[config.mk]
export PLATFORM = sky130hd
export DESIGN_NAME = timer_counter_flat
export DESIGN_NICKNAME = d
export VERILOG_FILES = /design/src/rtl/timer_counter_pkg.sv /design/src/rtl/timer_counter_if.sv /design/src/rtl/timer_counter.sv /design/src/flat_wrapper.sv
export SDC_FILE = /design/constraint.sdc
export NUM_CORES = 1
export LEC_CHECK = 0
export CELL_PAD_IN_SITES_DETAIL_PLACEMENT = 1
export CELL_PAD_IN_SITES_GLOBAL_PLACEMENT = 2
export CORE_AREA = 5 5 116 118
export CTS_CLUSTER_DIAMETER = 200
export DETAILED_ROUTE_END_ITERATION = 6
export DIE_AREA = 0 0 121 123
export GPL_ROUTABILITY_DRIVEN = 0
export PLACE_DENSITY = 0.79
export SLEW_MARGIN = 20
export SYNTH_ARGS = -nofsm -noshare
export SYNTH_HDL_FRONTEND = slang
export SYNTH_SLANG_ARGS = --single-unit
[constraint.sdc]
create_clock -name clk -period 2.8 [get_ports clk]
set_clock_uncertainty 0.1 [all_clocks]
set_input_delay 0.7 -clock clk [delete_from_list [all_inputs] [get_ports clk]]
set_output_delay 0.7 -clock clk [all_outputs]
set_load 0.05 [all_outputs]
[src/rtl/timer_counter_pkg.sv]
// Shared definitions for the programmable timer/counter: register map, CTRL fields,
// FSM state encodings and mode codes, alongside the CP0 interrupt constants.
package timer_counter_pkg;

    localparam int CP0_HWINT_W  = 6;
    localparam int TC_HWINT_IDX = 0;

    localparam int TC_ADDR_W = 2;
    localparam logic [TC_ADDR_W-1:0] TC_CTRL   = 2'd0;
    localparam logic [TC_ADDR_W-1:0] TC_PRESET = 2'd1;
    localparam logic [TC_ADDR_W-1:0] TC_COUNT  = 2'd2;

    localparam int CTRL_EN      = 0;
    localparam int CTRL_MODE_LO = 1;
    localparam int CTRL_MODE_HI = 2;
    localparam int CTRL_IM      = 3;
    localparam int CTRL_BITS    = 4;

    localparam logic [1:0] MODE_ONESHOT  = 2'd0;
    localparam logic [1:0] MODE_PERIODIC = 2'd1;

    typedef enum logic [1:0] {
        IDLE = 2'd0,
        LOAD = 2'd1,
        CNT  = 2'd2,
        INT  = 2'd3
    } tc_state_e;

    // Only the low CTRL bits are stored; the rest read back as zero.
    function automatic logic [CTRL_BITS-1:0] ctrl_pack(input logic en,
                                                       input logic [1:0] mode,
                                                       input logic im);
        return {im, mode, en};
    endfunction

endpackage

[src/rtl/timer_counter_if.sv]
// Bridge-side bus of the timer: decoded word index, write strobe, data and the irq line.
interface timer_counter_if
    import timer_counter_pkg::*;
#(
    parameter int WIDTH = 32
) ();

    logic [TC_ADDR_W-1:0] addr;
    logic                 we;
    logic [WIDTH-1:0]     din;
    logic [WIDTH-1:0]     dout;
    logic                 irq;

    modport master (output addr, output we, output din, input dout, input irq);
    modport slave  (input addr, input we, input din, output dout, output irq);

endinterface

[src/rtl/timer_counter.sv]
// Programmable down-counter timer: CTRL/PRESET/COUNT register file, counting FSM and
// combinational read mux. irq drives CP0 HWInt[0].
module timer_counter
    import timer_counter_pkg::*;
#(
    parameter int WIDTH = 32
) (
    input  logic           clk,
    input  logic           reset,
    timer_counter_if.slave bus
);

    localparam logic [WIDTH-1:0] COUNT_ONE = {{(WIDTH-1){1'b0}}, 1'b1};

    tc_state_e        state_r;
    tc_state_e        state_nxt_s;
    logic             en_r;
    logic             en_nxt_s;
    logic [1:0]       mode_r;
    logic [1:0]       mode_nxt_s;
    logic             im_r;
    logic             im_nxt_s;
    logic             irq_flag_r;
    logic             irq_flag_nxt_s;
    logic [WIDTH-1:0] preset_r;
    logic [WIDTH-1:0] preset_nxt_s;
    logic [WIDTH-1:0] count_r;
    logic [WIDTH-1:0] count_nxt_s;
    logic             ctrl_wr_s;
    logic             preset_wr_s;
    logic             flag_set_s;
    logic             flag_clr_s;
    logic             fsm_en_clr_s;
    logic [WIDTH-1:0] dout_s;

    // Next-state logic for the counting FSM and all register updates.
    always_comb begin
        ctrl_wr_s    = bus.we && (bus.addr == TC_CTRL);
        preset_wr_s  = bus.we && (bus.addr == TC_PRESET);
        state_nxt_s  = state_r;
        count_nxt_s  = count_r;
        flag_set_s   = 1'b0;
        flag_clr_s   = 1'b0;
        fsm_en_clr_s = 1'b0;

        case (state_r)
            IDLE: begin
                if (en_r) begin
                    state_nxt_s = LOAD;
                end else begin
                    state_nxt_s = IDLE;
                end
            end
            LOAD: begin
                count_nxt_s = preset_r;
                state_nxt_s = CNT;
            end
            CNT: begin
                if (!en_r) begin
                    state_nxt_s = IDLE;
                end else if (count_r > COUNT_ONE) begin
                    count_nxt_s = count_r - COUNT_ONE;
                end else begin
                    // Terminal count of 1 or 0 never wraps below zero.
                    count_nxt_s = '0;
                    flag_set_s  = 1'b1;
                    state_nxt_s = INT;
                end
            end
            INT: begin
                if (mode_r == MODE_PERIODIC) begin
                    flag_clr_s  = 1'b1;
                    state_nxt_s = LOAD;
                end else begin
                    fsm_en_clr_s = 1'b1;
                    state_nxt_s  = IDLE;
                end
            end
            default: begin
                state_nxt_s = IDLE;
            end
        endcase

        // A CPU CTRL write overrides the FSM clearing En.
        if (ctrl_wr_s) begin
            en_nxt_s   = bus.din[CTRL_EN];
            mode_nxt_s = bus.din[CTRL_MODE_HI:CTRL_MODE_LO];
            im_nxt_s   = bus.din[CTRL_IM];
        end else if (fsm_en_clr_s) begin
            en_nxt_s   = 1'b0;
            mode_nxt_s = mode_r;
            im_nxt_s   = im_r;
        end else begin
            en_nxt_s   = en_r;
            mode_nxt_s = mode_r;
            im_nxt_s   = im_r;
        end

        // Setting the flag wins over any clear in the same cycle.
        if (flag_set_s) begin
            irq_flag_nxt_s = 1'b1;
        end else if (flag_clr_s || ctrl_wr_s) begin
            irq_flag_nxt_s = 1'b0;
        end else begin
            irq_flag_nxt_s = irq_flag_r;
        end

        if (preset_wr_s) begin
            preset_nxt_s = bus.din;
        end else begin
            preset_nxt_s = preset_r;
        end
    end

    // FSM state register.
    always_ff @(posedge clk or posedge reset) begin
        if (reset) begin
            state_r <= IDLE;
        end else begin
            state_r <= state_nxt_s;
        end
    end

    // Register file and interrupt flag.
    always_ff @(posedge clk or posedge reset) begin
        if (reset) begin
            en_r       <= 1'b0;
            mode_r     <= 2'd0;
            im_r       <= 1'b0;
            irq_flag_r <= 1'b0;
            preset_r   <= '0;
            count_r    <= '0;
        end else begin
            en_r       <= en_nxt_s;
            mode_r     <= mode_nxt_s;
            im_r       <= im_nxt_s;
            irq_flag_r <= irq_flag_nxt_s;
            preset_r   <= preset_nxt_s;
            count_r    <= count_nxt_s;
        end
    end

    // Read mux; unmapped index reads zero.
    always_comb begin
        dout_s = '0;
        case (bus.addr)
            TC_CTRL:   dout_s = {{(WIDTH-CTRL_BITS){1'b0}}, ctrl_pack(en_r, mode_r, im_r)};
            TC_PRESET: dout_s = preset_r;
            TC_COUNT:  dout_s = count_r;
            default:   dout_s = '0;
        endcase
    end

    assign bus.dout = dout_s;
    assign bus.irq  = irq_flag_r & im_r;

endmodule

[src/flat_wrapper.sv]
// flat-port wrapper written by rule: the top's interface ports become plain ports
module timer_counter_flat import timer_counter_pkg::*;
#(
    parameter int WIDTH = 32
)
  (clk, reset, bus_addr, bus_we, bus_din, bus_dout, bus_irq);
  timer_counter_if #(.WIDTH(WIDTH)) bus_i ();
  input  logic clk;
  input  logic reset;
  input wire logic [$bits(bus_i.addr)-1:0] bus_addr;
  input wire logic [$bits(bus_i.we)-1:0] bus_we;
  input wire logic [$bits(bus_i.din)-1:0] bus_din;
  output wire logic [$bits(bus_i.dout)-1:0] bus_dout;
  output wire logic [$bits(bus_i.irq)-1:0] bus_irq;
  assign bus_i.addr = bus_addr;
  assign bus_i.we = bus_we;
  assign bus_i.din = bus_din;
  assign bus_dout = bus_i.dout;
  assign bus_irq = bus_i.irq;
  timer_counter #(.WIDTH(WIDTH)) u_core (.clk(clk), .reset(reset), .bus(bus_i));
endmodule
Yosys cells after proc, flatten, opt, wreduce, memory -nomap -nowiden
Cells that the tools add are included.
{ "classes": {"n_addsub": 1, "order_cmp": 1, "eq_ne": 8, "mux": 20, "bitwise": 1, "n_reduce_logical": 9} }
{ "op_table": {"columns": ["cell", "count"], "rows": [
  ["$pmux 32 s3", 1],
  ["$mux 32", 2],
  ["$pmux 32 s2", 1],
  ["$gt 32x1->1 const B", 1],
  ["$sub 32x1->32 const B", 1],
  ["$mux 1", 13],
  ["$pmux 2 s4", 1],
  ["$eq 2x1->1 const B", 3],
  ["$eq 2x2->1 const B", 3],
  ["$reduce_bool 2->1", 3],
  ["$logic_not 2->1", 2],
  ["$mux 2", 2],
  ["$ne 3x3->1 const B", 1],
  ["$logic_and 1x1->1", 2],
  ["$ne 2x1->1 const B", 1],
  ["$reduce_and 2->1", 1],
  ["$and 1x1->1", 1],
  ["$logic_or 1x1->1", 1]
]} }
{ "totals": {"register_bits": 71, "output_inout_bits": 33, "wordCells": 47} }

Logic depth before layout (Yosys ltp)
Gate-level depths: netlist (run 1).
{ "depth": {"word_depth": 6, "depth_mapped": 8} }

Least setup slack after synthesis (run 1)
Ideal clock, no wire load.
{ "synth_path": {"path_type": "input to output", "from": "input port bus_addr[1]", "to": "output port bus_dout[2]", "arrival_time_ns": 2.168, "t_required_ns": 2.000, "setup_slack_ns": -0.168, "cell_stages": 3, "n_path_buf": 1, "cell_sequence": "clkbuf_1 > mux2i_1 > o21ai_0"} }
{ "synth_via": {"elab_chain_cells": 2} }
{ "synth_rtl": {"columns": ["item", "line", "text"], "rows": [
  ["start, declared", "flat_wrapper.sv:10", "input wire logic [$bits(bus_i.addr)-1:0] bus_addr;"],
  ["$eq 2x2->1 (tied with other cells)", "timer_counter.sv:146", "case (bus.addr)"],
  ["$pmux 32 s3 (*)", "timer_counter.sv:146", null],
  ["end, declared", "flat_wrapper.sv:13", "output wire logic [$bits(bus_i.dout)-1:0] bus_dout;"]
]} }
Mark *: on every way between the ends. The rest lies on a longest branch, timed or not.

Final worst setup path (run 1)
{ "layout_path": {"from": "input port bus_addr[0]", "to": "output port bus_dout[28]"} }
Same word-level chain as after synthesis.

==> results of run 1 <==
[worst max-delay path: cells and delay by family]
kind                   cells  cell delay (ns)
AOI/OAI and AO/OA          1             0.29
and+or+nand+nor            1             0.15
buffers and inverters      4             0.74
[final cells by class]
cell class              instances  share of cell area, %
clock buffers                   9                   4.00
well taps                     172                   3.82
multi-input cells             280                   36.2
clock inverters                 6                   1.11
inverters                       8                  0.533
flip-flops and latches         71                   31.5
repair buffers                 93                   22.8
[Yosys cell counts (all sizes together), types with 3 or more instances]
cell	count	share of area [%]
mux2	34	9.8
or4	6	1.2
nand2	32	3.1
nor2b	6	0.96
nor3	6	0.77
dfrtp	71	45
nor2	14	1.3
nor4	6	1.5
o311ai	12	2.7
nand4	4	0.64
a22o	32	7.2
nand3	21	2.7
o211ai	7	1.3
a21oi	11	1.5
o21ai	20	2.6
clkbuf	22	2.1
nand3b	3	0.57
o31ai	7	1.3
mux2i	6	1.5
nand2b	6	0.96
inv	7	0.67
a31oi	9	1.4
or3	3	0.48
a22oi	12	2.3
buf	7	0.96
[power breakdown]
part,internal (mW),switching [mW]
registers,1.38,0.517
logic,1.11,1.28
clock network,0.681,0.461
total,3.17,2.26
[per-layer routing]
metal  track usage (%)  part of all wire, %  vias up
li1                  -                    -     1651
met1              23.0                   45     1813
met2              30.5                   49       84
met3              3.06                  4.1       23
met4              7.01                  2.1        0
met5                 0                    0        -
[metrics by stage]
step / setup slack (ns) / area (µm²) / hold WS, ns / instances
finish: 0.109 / 5640 / 0.427 / 639
global route: 0.00172 / 5640 / 0.453 / 639
floorplan: -0.0396 / 3960 / 0.361 / 388
CTS: 0.123 / 5640 / 0.431 / 639
detailed placement: -0.0771 / 5270 / 0.419 / 620
global placement: -0.0414 / 5270 / 0.402 / 620
[kinds of logic after synthesis]
logic type	count (synthesis)	share of synthesized area, %
AND/OR/NAND/NOR	117	16.2
flip-flops	71	45.3
multiplexers	40	11.3
AO/OA/AOI/OAI	121	22.7
adder cells (fa/ha/maj)	2	0.638
buffers and inverters	37	3.83
[path summary, 6_finish.rpt]
check / slack, ns / cells past startpoint / startpoint / end
setup / recovery: 0.11 / 6 / bus_addr[0] / bus_dout[28]
setup reg to reg: 0.13 / 6 / u_core.count_r[28] / u_core.count_r[26]
max in group asynchronous: 1.61 / 3 / reset / u_core.count_r[20]
min in group asynchronous: 0.66 / 3 / reset / u_core.preset_r[3]
hold reg to reg: 0.43 / 2 / u_core.irq_flag_r / u_core.irq_flag_r
hold / removal: 0.43 / 2 / u_core.irq_flag_r / u_core.irq_flag_r
[sequential cells by signal, summed over array words and instances, names as in the netlist]
name	count
u_core.count_r	32
u_core.en_r	1
u_core.im_r	1
u_core.irq_flag_r	1
u_core.mode_r	2
u_core.preset_r	32
u_core.state_r	2
[what timing repair did]
| action | CTS | global route |
|---|---|---|
| setup buffers | 2 | 0 |
| setup endpoints to repair | 29 | 0 |
| gates resized for setup | 4 | 0 |
==> load_flow_metrics.sql, run 1 <==
INSERT INTO impl_metrics (metric_group, metric, value, unit) VALUES
('synth', 'async_flop_share', '100', '%'),
('route', 'route.detailed.vias_per_inst', '5.59', ''),
('sta', 'timing.final.hold_violations', '0', ''),
('clock_network', 'clkTransAtPathRegs', '0.05', 'ns'),
('critical_path', 'cp-end-kind', 'output pin', ''),
('synth', 'nets_in_the_synthesized_netlist', '427', ''),
('sta', 'worst_slew_pin_slew', '0.652', 'ns'),
('pwr', 'totalPowerFinal', '5.43', 'mW'),
('synth', 'number_of_distinct_library_cells_after_synthesis', '51', ''),
('synth', 'synth_flop_cell', 'sky130_fd_sc_hd__dfrtp_1', ''),
('sta', 'finalMaxSlewViolations', '0', ''),
('synth', 'syn-mean-instance-area', '10.1', 'µm²'),
('die', 'die_w', '121', 'µm'),
('critical_path', 'setup.worst_path.start_class', 'primary input', ''),
('final_layout', 'fillerInstances', '1338', ''),
('route', 'vias', '3571', ''),
('critical_path', 'cp_data_required_time', '2.00', 'ns'),
('sta', 'final.setup.tns', '0', 'ns'),
('flow_run', 'drv_cap', '0', ''),
('critical_path', 'worst-setup-path-type', 'in -> out', ''),
('sta', 'report.final.setup_viol', '0', ''),
('synth', 'synth.ff_latch_count', '71', ''),
('route', 'drt_pre_antenna_iters', '4', ''),
('worst_hold_path', 'path_category_of_the_worst_min_delay_check', 'reg -> reg', ''),
('global_route', 'global_route.overflow_total', '0', ''),
('sta', 'max_freq', '372', 'MHz'),
('final_layout', 'commonest_cells_after_routing_fill_and_taps_aside', 'sky130_fd_sc_hd__dfrtp_1, sky130_fd_sc_hd__buf_12, sky130_fd_sc_hd__clkdlybuf4s50_1', ''),
('clock_network', 'cts-htree-levels', '3', ''),
('global_route', 'grt_pass1_vias', '3839', ''),
('die', 'coreArea', '12400', 'µm²'),
('die', 'floorplan.io_pins', '70', ''),
('pwr', 'p_leak', '2.24', 'nW'),
('clock_network', 'worst_skew_pair.late_latency', '0.34', 'ns'),
('final_layout', 'antenna_cells_inserted', '0', ''),
('route', 'ant_nets', '0', ''),
('final_layout', 'drive_above_1_share', '29.6', '%'),
('final_layout', 'layout.area.seq', '1780', 'µm²'),
('critical_path', 'cp_data_arrival_time', '1.89', 'ns'),
('die', 'die_h', '123', 'µm'),
('global_route', 'grt_start_max_net_pins', '72', ''),
('critical_path', 'crit_path_max_incr_delay', '0.29', 'ns'),
('route', 'wirelength', '12.8', 'mm'),
('clock_network', 'cts_tree', 'built', ''),
('synth', 'synth_enable_flop_cells', '0', ''),
('clock_network', 'cts_root_buffer', 'sky130_fd_sc_hd__clkbuf_16', ''),
('clock_network', 'numCtsBuffers', '9', ''),
('final_layout', 'mostFrequentLayoutCell', 'sky130_fd_sc_hd__dfrtp_1', ''),
('sta', 'min_period_over_period', '96.1', '%'),
('die', 'floorplan.initialDensity', '31.7', '%'),
('final_layout', 'post-route-util', '45.6', '%'),
('sta', 'relSlewSlack', '56.1', '%'),
('pwr', 'worst_ir_drop_vdd', '303', 'µV'),
('route', 'route.detailed.wl_per_inst', '20.0', 'µm'),
('synth', 'synth-warning-count', '0', ''),
('final_layout', 'area_added_between_synthesis_and_finish', '43.7', '%'),
('synth', 'yosysSeqAreaShare', '45.3', '%'),
('sta', 'period_needed', '2.69', 'ns'),
('final_layout', 'multi_input_area', '2040', 'µm²'),
('clock_network', 'cts.path.max_buffers', '2', ''),
('clock_network', 'cts_hold_repair.buffers', '0', ''),
('pwr', 'power_density', '964', 'nW/µm²'),
('critical_path', 'cp_max_delay_cell', 'sky130_fd_sc_hd__a22o_2', ''),
('place', 'numPortBuffers', '69', ''),
('global_route', 'global_route.usage.total', '18.0', '%'),
('global_route', 'antenna_found_initial', '0', ''),
('route', 'drt_drc_violations_left', '0', ''),
('synth', 'synthesis.area', '3920', 'µm²'),
('critical_path', 'worst-path-max-fanout', '16', ''),
('sta', 'setup_repair_after_global_routing_missed_its_margin', 'false', ''),
('final_layout', 'finalNetCount', '502', ''),
('global_route', 'grt_first_pass_wirelength', '20.8', 'mm'),
('critical_path', 'path_cells', 'dlygate4sd2_1 > nor2b_4 > buf_4 > buf_16 > a22o_2 > buf_12', ''),
('route', 'first_iter_violations', '217', ''),
('die', 'fp-row-count', '41', ''),
('die', 'floorplan.die_area', '14900', 'µm²'),
('synth', 'synth_cells', '388', ''),
('clock_network', 'cts.sinks', '71', ''),
('place', 'place.detailed.hpwl', '8.30', 'mm'),
('outcome', 'outcome', 'finished clean', '');
No activity file was read; power rests on OpenSTA's default activity.
==> run 2: changes to the inputs <==
--- a/config.mk
+++ b/config.mk
@@ -13,6 +13,7 @@
 export DIE_AREA = 0 0 121 123
 export GPL_ROUTABILITY_DRIVEN = 0
 export PLACE_DENSITY = 0.79
+export REMOVE_ABC_BUFFERS = 1
 export SLEW_MARGIN = 20
 export SYNTH_ARGS = -nofsm -noshare
 export SYNTH_HDL_FRONTEND = slang
==> run 2 against run 1 <==
  * Combinational power barely moved
  * Register-to-register slack improved by 0.11 ns
  * Hold slack got worse by 0.014 ns
  * Sequential share of layout area rose by 0.063 points
  * Worst setup slack improved by 0.0088 ns
  * Via count fell by 1.3%
  * Non-clock buffer count did not move
  * Final cell count did not move
  * Fmax rose by 0.33%
  * Power fell by 1.3%
  * Global-route usage rose by 0.13 points
  * Count of clock-buffer cells in the layout rose by 6
==> load_flow_metrics.sql, run 2 (synthesis gave the netlist of run 1 again) <==
INSERT INTO impl_metrics (metric_group, metric, value, unit) VALUES
('global_route', 'global_route.overflow_total', '0', ''),
('pwr', 'pwr-share-clk', '20.5', '%'),
('final_layout', 'fillerInstances', '1302', ''),
('pwr', 'p_seq_share', '35.3', '%'),
('outcome', 'outcome', 'finished clean', ''),
('sta', 'min_period_over_period', '95.8', '%'),
('place', 'place_ws', '-0.141', 'ns'),
('sta', 'max_freq', '373', 'MHz'),
('global_route', 'grt_pass1_vias', '3827', ''),
('final_layout', 'post-route-util', '45.5', '%'),
('pwr', 'totalPowerFinal', '5.36', 'mW'),
('sta', 'timing.final.hold_violations', '0', ''),
('clock_network', 'cts.sinks', '71', ''),
('sta', 'worst_slew_pin_slew', '0.533', 'ns'),
('critical_path', 'worst-setup-path-type', 'in -> out', ''),
('final_layout', 'finalNetCount', '502', ''),
('critical_path', 'cp-end-kind', 'output pin', ''),
('final_layout', 'antenna_cells_inserted', '0', ''),
('route', 'route.detailed.wl_per_inst', '20.0', 'µm'),
('pwr', 'p_int', '3.15', 'mW'),
('final_layout', 'mostFrequentLayoutCell', 'sky130_fd_sc_hd__dfrtp_1', ''),
('critical_path', 'setup.worst_path.start_class', 'primary input', ''),
('flow_run', 'drv_cap', '0', ''),
('pwr', 'power_switching', '2.22', 'mW'),
('clock_network', 'cts-htree-levels', '3', ''),
('die', 'floorplan.io_pins', '70', ''),
('sta', 'period_needed', '2.68', 'ns'),
('die', 'coreArea', '12400', 'µm²'),
('global_route', 'antenna_found_initial', '0', ''),
('die', 'floorplan.initialDensity', '31.7', '%'),
('global_route', 'grt_start_max_net_pins', '72', ''),
('sta', 'finalMaxSlewViolations', '0', ''),
('place', 'dp.cells', '621', ''),
('route', 'route.detailed.vias_per_inst', '5.52', ''),
('clock_network', 'cts_root_buffer', 'sky130_fd_sc_hd__clkbuf_16', ''),
('sta', 'setup_repair_after_global_routing_missed_its_margin', 'false', ''),
('clock_network', 'cts.path.max_buffers', '2', ''),
('final_layout', 'reg.largest.list', 'u_core.count_r x32, u_core.preset_r x32', ''),
('sta', 'relSlewSlack', '64.2', '%'),
('clock_network', 'cts_hold_repair.buffers', '0', ''),
('clock_network', 'worst_skew_pair.late_latency', '0.34', 'ns'),
('pwr', 'power_density', '953', 'nW/µm²'),
('critical_path', 'regToRegSetupSlack', '0.24', 'ns'),
('pwr', 'p_leak', '2.25', 'nW'),
('final_layout', 'layout.area.seq', '1780', 'µm²'),
('worst_hold_path', 'path_category_of_the_worst_min_delay_check', 'reg -> reg', ''),
('sta', 'final.setup.worst_slack', '0.118', 'ns'),
('clock_network', 'clkTransAtPathRegs', '0.05', 'ns'),
('die', 'floorplan.die_area', '14900', 'µm²'),
('critical_path', 'worst-path-max-fanout', '9', ''),
('final_layout', 'drive_above_1_share', '24.4', '%'),
('die', 'fp-row-count', '41', ''),
('clock_network', 'numCtsBuffers', '9', ''),
('pwr', 'worst_ir_drop_vdd', '393', 'µV'),
('route', 'drt_drc_violations_left', '0', ''),
('final_layout', 'commonest_cells_after_routing_fill_and_taps_aside', 'sky130_fd_sc_hd__dfrtp_1, sky130_fd_sc_hd__buf_12, sky130_fd_sc_hd__clkdlybuf4s50_1', ''),
('route', 'wirelength', '12.8', 'mm'),
('die', 'die_h', '123', 'µm'),
('critical_path', 'cp_data_arrival_time', '1.88', 'ns'),
('sta', 'report.final.setup_viol', '0', ''),
('critical_path', 'cp_data_required_time', '2.00', 'ns'),
('place', 'place.detailed.hpwl', '8.39', 'mm'),
('route', 'drt_pre_antenna_iters', '4', ''),
('final_layout', 'area_added_between_synthesis_and_finish', '43.4', '%'),
('final_layout', 'multi_input_area', '2020', 'µm²'),
('final_layout', 'finish.cell_count_without_fillers', '639', ''),
('pwr', 'power.share.combinational', '44.3', '%'),
('sta', 'fin_worst_hold_slack', '0.413', 'ns'),
('route', 'vias', '3526', ''),
('place', 'numPortBuffers', '69', ''),
('pwr', 'swShare', '41.3', '%'),
('global_route', 'global_route.usage.total', '18.1', '%'),
('route', 'first_iter_violations', '173', ''),
('clock_network', 'cts_tree', 'built', ''),
('die', 'die_w', '121', 'µm'),
('route', 'ant_nets', '0', ''),
('global_route', 'grt_first_pass_wirelength', '20.9', 'mm');
==> run 2: cell count changes in the layout (fill, tap and decap cells not counted), moves of 2 or more <==
cell	delta
sky130_fd_sc_hd__a22o_2	-19
sky130_fd_sc_hd__a22o_1	+18
sky130_fd_sc_hd__o21ai_0	+4
sky130_fd_sc_hd__clkbuf_1	+3
sky130_fd_sc_hd__clkbuf_8	+3
sky130_fd_sc_hd__clkinvlp_4	-3
sky130_fd_sc_hd__o21ai_2	-3
sky130_fd_sc_hd__clkinv_2	-2
==> run 2: cell type report <==
class                      count  share of cell area, %
clock buffer                  15                   4.94
inverter                       8                  0.534
multi-input combinational    280                   35.9
sequential                    71                   31.6
tap                          172                   3.83
timing repair buffer          93                   23.2
==> run 2: metrics by stage <==
stage,TNS [ns],area [µm²]
2_1_floorplan,-42.30,3800
3_3_place_gp,-1.42,5240
3_5_place_dp,-3.06,5240
4_1_cts,0,5620
5_1_grt,0,5620
6_report,0,5620
==> run 2: what timing repair did <==
action / 4_1_cts / 5_1_grt
endpoints found under the setup margin: 32 / 0
setup buffers: 1 / 0
resized for setup: 8 / 0
==> run 2: worst max-delay path, cell delays in order <==
cell and delay [ns]:
sky130_fd_sc_hd__dlygate4sd2_1 0.26, sky130_fd_sc_hd__nor2b_4 0.20, sky130_fd_sc_hd__buf_12 0.14, sky130_fd_sc_hd__buf_12 0.14, sky130_fd_sc_hd__nand2_1 0.06, sky130_fd_sc_hd__o21ai_0 0.08, sky130_fd_sc_hd__bufbuf_16 0.30
==> run 2: layer usage <==
metal  track usage (%)  vias to the layer above  wire (µm)
met3              4.07                       21        686
met5                 0                        -          0
met1              23.0                     1772       5670
met4              6.44                        0        276
li1                  -                     1648          -
met2              30.5                       85       6170
==> run 2: final timing paths <==
kind,cells past startpoint,startpoint,end
hold / removal,2,u_core.irq_flag_r,u_core.irq_flag_r
setup reg to reg,6,u_core.count_r[0],u_core.count_r[12]
setup / recovery,7,bus_addr[0],bus_dout[2]
min in group asynchronous,3,reset,u_core.preset_r[7]
max in group asynchronous,3,reset,u_core.preset_r[8]
hold reg to reg,2,u_core.irq_flag_r,u_core.irq_flag_r
==> run 2: power groups by stage <==
stage	registers [mW]	logic (mW)	clock network, mW
floorplan	1.73	1.46	0
global placement	1.87	2.28	0
detailed placement	1.89	2.35	0
CTS	1.88	2.39	1.13
global route	1.96	2.56	1.16
finish	1.89	2.37	1.10
==> run 3: changes to the inputs <==
--- a/config.mk
+++ b/config.mk
@@ -7,12 +7,13 @@
 export LEC_CHECK = 0
 export CELL_PAD_IN_SITES_DETAIL_PLACEMENT = 1
 export CELL_PAD_IN_SITES_GLOBAL_PLACEMENT = 2
-export CORE_AREA = 5 5 116 118
+export CORE_AREA = 5 5 114 116
+export CTS_BUF_LIST = sky130_fd_sc_hd__clkbuf_4 sky130_fd_sc_hd__clkbuf_8
 export CTS_CLUSTER_DIAMETER = 200
 export DETAILED_ROUTE_END_ITERATION = 6
-export DIE_AREA = 0 0 121 123
+export DIE_AREA = 0 0 119 121
 export GPL_ROUTABILITY_DRIVEN = 0
-export PLACE_DENSITY = 0.79
+export PLACE_DENSITY = 0.81
 export REMOVE_ABC_BUFFERS = 1
 export SLEW_MARGIN = 20
 export SYNTH_ARGS = -nofsm -noshare
==> run 3 against run 2 <==
  * Final area down 2.0%
  * Register-to-register slack about the same
  * First-iteration DRC count down 2.9%
  * Wire length down 3.6%
  * Global-route usage down 0.19 points
  * Hold slack better by 0.020 ns
  * Sequential cell count unchanged
  * Critical path depth down 1
  * Sequential share of layout area up 0.65 points
  * Utilization up 1.2 points
  * Largest cell class unchanged
==> load_flow_metrics.sql, run 3 (synthesis gave the netlist of run 1 again) <==
INSERT INTO impl_metrics (metric_group, metric, value, unit) VALUES
('pwr', 'swShare', '43.2', '%'),
('die', 'die_h', '121', 'µm'),
('sta', 'setup_repair_after_global_routing_missed_its_margin', 'false', ''),
('die', 'die_w', '119', 'µm'),
('clock_network', 'clkTransAtPathRegs', '0.08', 'ns'),
('clock_network', 'cts_tree', 'built', ''),
('sta', 'min_period_over_period', '94.5', '%'),
('sta', 'final.setup.tns', '0', 'ns'),
('sta', 'fin_worst_hold_slack', '0.433', 'ns'),
('sta', 'relSlewSlack', '66.5', '%'),
('pwr', 'pwr-share-clk', '15.6', '%'),
('die', 'fp-row-count', '40', ''),
('place', 'postPlaceCellArea', '5230', 'µm²'),
('critical_path', 'setup.worst_path.start_class', 'primary input', ''),
('clock_network', 'cts.sinks', '71', ''),
('clock_network', 'numCtsBuffers', '9', ''),
('global_route', 'grt_start_max_net_pins', '72', ''),
('sta', 'finalMaxSlewViolations', '0', ''),
('die', 'floorplan.initialDensity', '33.2', '%'),
('pwr', 'worst_ir_drop_vdd', '370', 'µV'),
('sta', 'worst_slew_pin_slew', '0.499', 'ns'),
('worst_hold_path', 'path_category_of_the_worst_min_delay_check', 'reg -> reg', ''),
('sta', 'max_freq', '378', 'MHz'),
('route', 'first_iter_violations', '168', ''),
('pwr', 'totalPowerFinal', '5.06', 'mW'),
('critical_path', 'worst-setup-path-type', 'in -> out', ''),
('route', 'drt_pre_antenna_iters', '4', ''),
('final_layout', 'area_added_between_synthesis_and_finish', '40.6', '%'),
('final_layout', 'finish.cell_count_without_fillers', '617', ''),
('final_layout', 'drive_above_1_share', '26.4', '%'),
('sta', 'period_needed', '2.65', 'ns'),
('die', 'floorplan.die_area', '14400', 'µm²'),
('final_layout', 'antenna_cells_inserted', '0', ''),
('die', 'floorplan.io_pins', '70', ''),
('final_layout', 'commonest_cells_after_routing_fill_and_taps_aside', 'sky130_fd_sc_hd__dfrtp_1, sky130_fd_sc_hd__buf_12, sky130_fd_sc_hd__clkdlybuf4s50_1', ''),
('global_route', 'grt_first_pass_wirelength', '20.6', 'mm'),
('clock_network', 'cts_root_buffer', 'sky130_fd_sc_hd__clkbuf_8', ''),
('route', 'drt_drc_violations_left', '0', ''),
('final_layout', 'finalNetCount', '504', ''),
('flow_run', 'drv_cap', '0', ''),
('global_route', 'global_route.usage.total', '18.0', '%'),
('global_route', 'grt_pass1_vias', '3791', ''),
('place', 'place_ws', '-0.0695', 'ns'),
('pwr', 'power_density', '918', 'nW/µm²'),
('critical_path', 'worst-path-max-fanout', '16', ''),
('sta', 'final.setup.worst_slack', '0.154', 'ns'),
('clock_network', 'cts-htree-levels', '3', ''),
('final_layout', 'mostFrequentLayoutCell', 'sky130_fd_sc_hd__dfrtp_1', ''),
('outcome', 'outcome', 'finished clean', ''),
('route', 'route.detailed.wl_per_inst', '20.0', 'µm'),
('final_layout', 'reg.largest.list', 'u_core.count_r x32, u_core.preset_r x32', ''),
('place', 'place.detailed.hpwl', '8.30', 'mm'),
('sta', 'timing.final.hold_violations', '0', ''),
('pwr', 'p_seq_share', '37.6', '%'),
('sta', 'report.final.setup_viol', '0', ''),
('final_layout', 'post-route-cell-area', '5510', 'µm²'),
('route', 'vias', '3445', ''),
('pwr', 'p_int', '2.88', 'mW'),
('final_layout', 'fillerInstances', '1288', ''),
('place', 'dp.cells', '599', ''),
('route', 'ant_nets', '0', ''),
('critical_path', 'cp_data_required_time', '2.00', 'ns'),
('final_layout', 'post-route-util', '46.7', '%'),
('critical_path', 'cp-end-kind', 'output pin', ''),
('pwr', 'power_switching', '2.18', 'mW'),
('clock_network', 'cts.path.max_buffers', '2', ''),
('critical_path', 'cp_data_arrival_time', '1.85', 'ns'),
('route', 'wirelength', '12.3', 'mm'),
('clock_network', 'worst_skew_pair.late_latency', '0.36', 'ns'),
('global_route', 'global_route.overflow_total', '0', ''),
('pwr', 'p_leak', '2.22', 'nW'),
('clock_network', 'cts_hold_repair.buffers', '0', ''),
('die', 'coreArea', '11800', 'µm²'),
('global_route', 'antenna_found_initial', '0', ''),
('route', 'route.detailed.vias_per_inst', '5.58', ''),
('place', 'numPortBuffers', '69', ''),
('pwr', 'power.share.combinational', '46.8', '%');
[run 3: layout make-up]
cell class | instances | area, µm² | share of cell area, %
well taps | 147 | 184 | 3.34
clock inverters | 3 | 17.5 | 0.318
repair buffers | 95 | 1290 | 23.3
flip-flops and latches | 71 | 1780 | 32.2
inverters | 8 | 30.0 | 0.545
clock buffers | 13 | 166 | 3.02
multi-input cells | 280 | 2050 | 37.2
[run 3: worst paths after layout]
check                                  start                   to  slack (ns)  cells past startpoint
setup / recovery                 bus_addr[0]          bus_dout[6]        0.15                      6
hold / removal                   u_core.im_r          u_core.im_r        0.43                      1
setup reg to reg           u_core.count_r[0]   u_core.count_r[10]        0.24                      6
hold reg to reg                  u_core.im_r          u_core.im_r        0.43                      1
max in group asynchronous              reset  u_core.preset_r[20]        1.64                      3
min in group asynchronous              reset   u_core.preset_r[7]        0.65                      3
[run 3: metal layers]
| layer | vias to the layer above | share of wire, % | track usage, % |
|---|---|---|---|
| met3 | 8 | 4.0 | 5.36 |
| li1 | 1650 | - | - |
| met4 | 0 | 0.91 | 4.27 |
| met5 | - | 0 | 0 |
| met2 | 56 | 50 | 30.6 |
| met1 | 1731 | 45 | 22.3 |
[run 3: power groups by stage]
stage | logic, mW | clock network (mW) | registers, mW
after detailed placement | 2.35 | 0 | 1.90
after CTS | 2.39 | 0.822 | 1.89
after global routing | 2.57 | 0.868 | 1.97
after global placement | 2.29 | 0 | 1.87
after floorplan | 1.46 | 0 | 1.73
final | 2.37 | 0.787 | 1.90
[run 3: worst max-delay path, cell delays in order]
cell and delay (ns):
sky130_fd_sc_hd__dlygate4sd2_1 0.27, sky130_fd_sc_hd__nor2b_4 0.15, sky130_fd_sc_hd__buf_12 0.13, sky130_fd_sc_hd__buf_16 0.15
sky130_fd_sc_hd__a22o_2 0.28, sky130_fd_sc_hd__buf_12 0.15
[run 3: repair_timing]
| item | 4_1_cts | 5_1_grt |
|---|---|---|
| setup buffers | 1 | 0 |
| gates resized for setup | 9 | 0 |
| setup endpoints to repair | 31 | 0 |
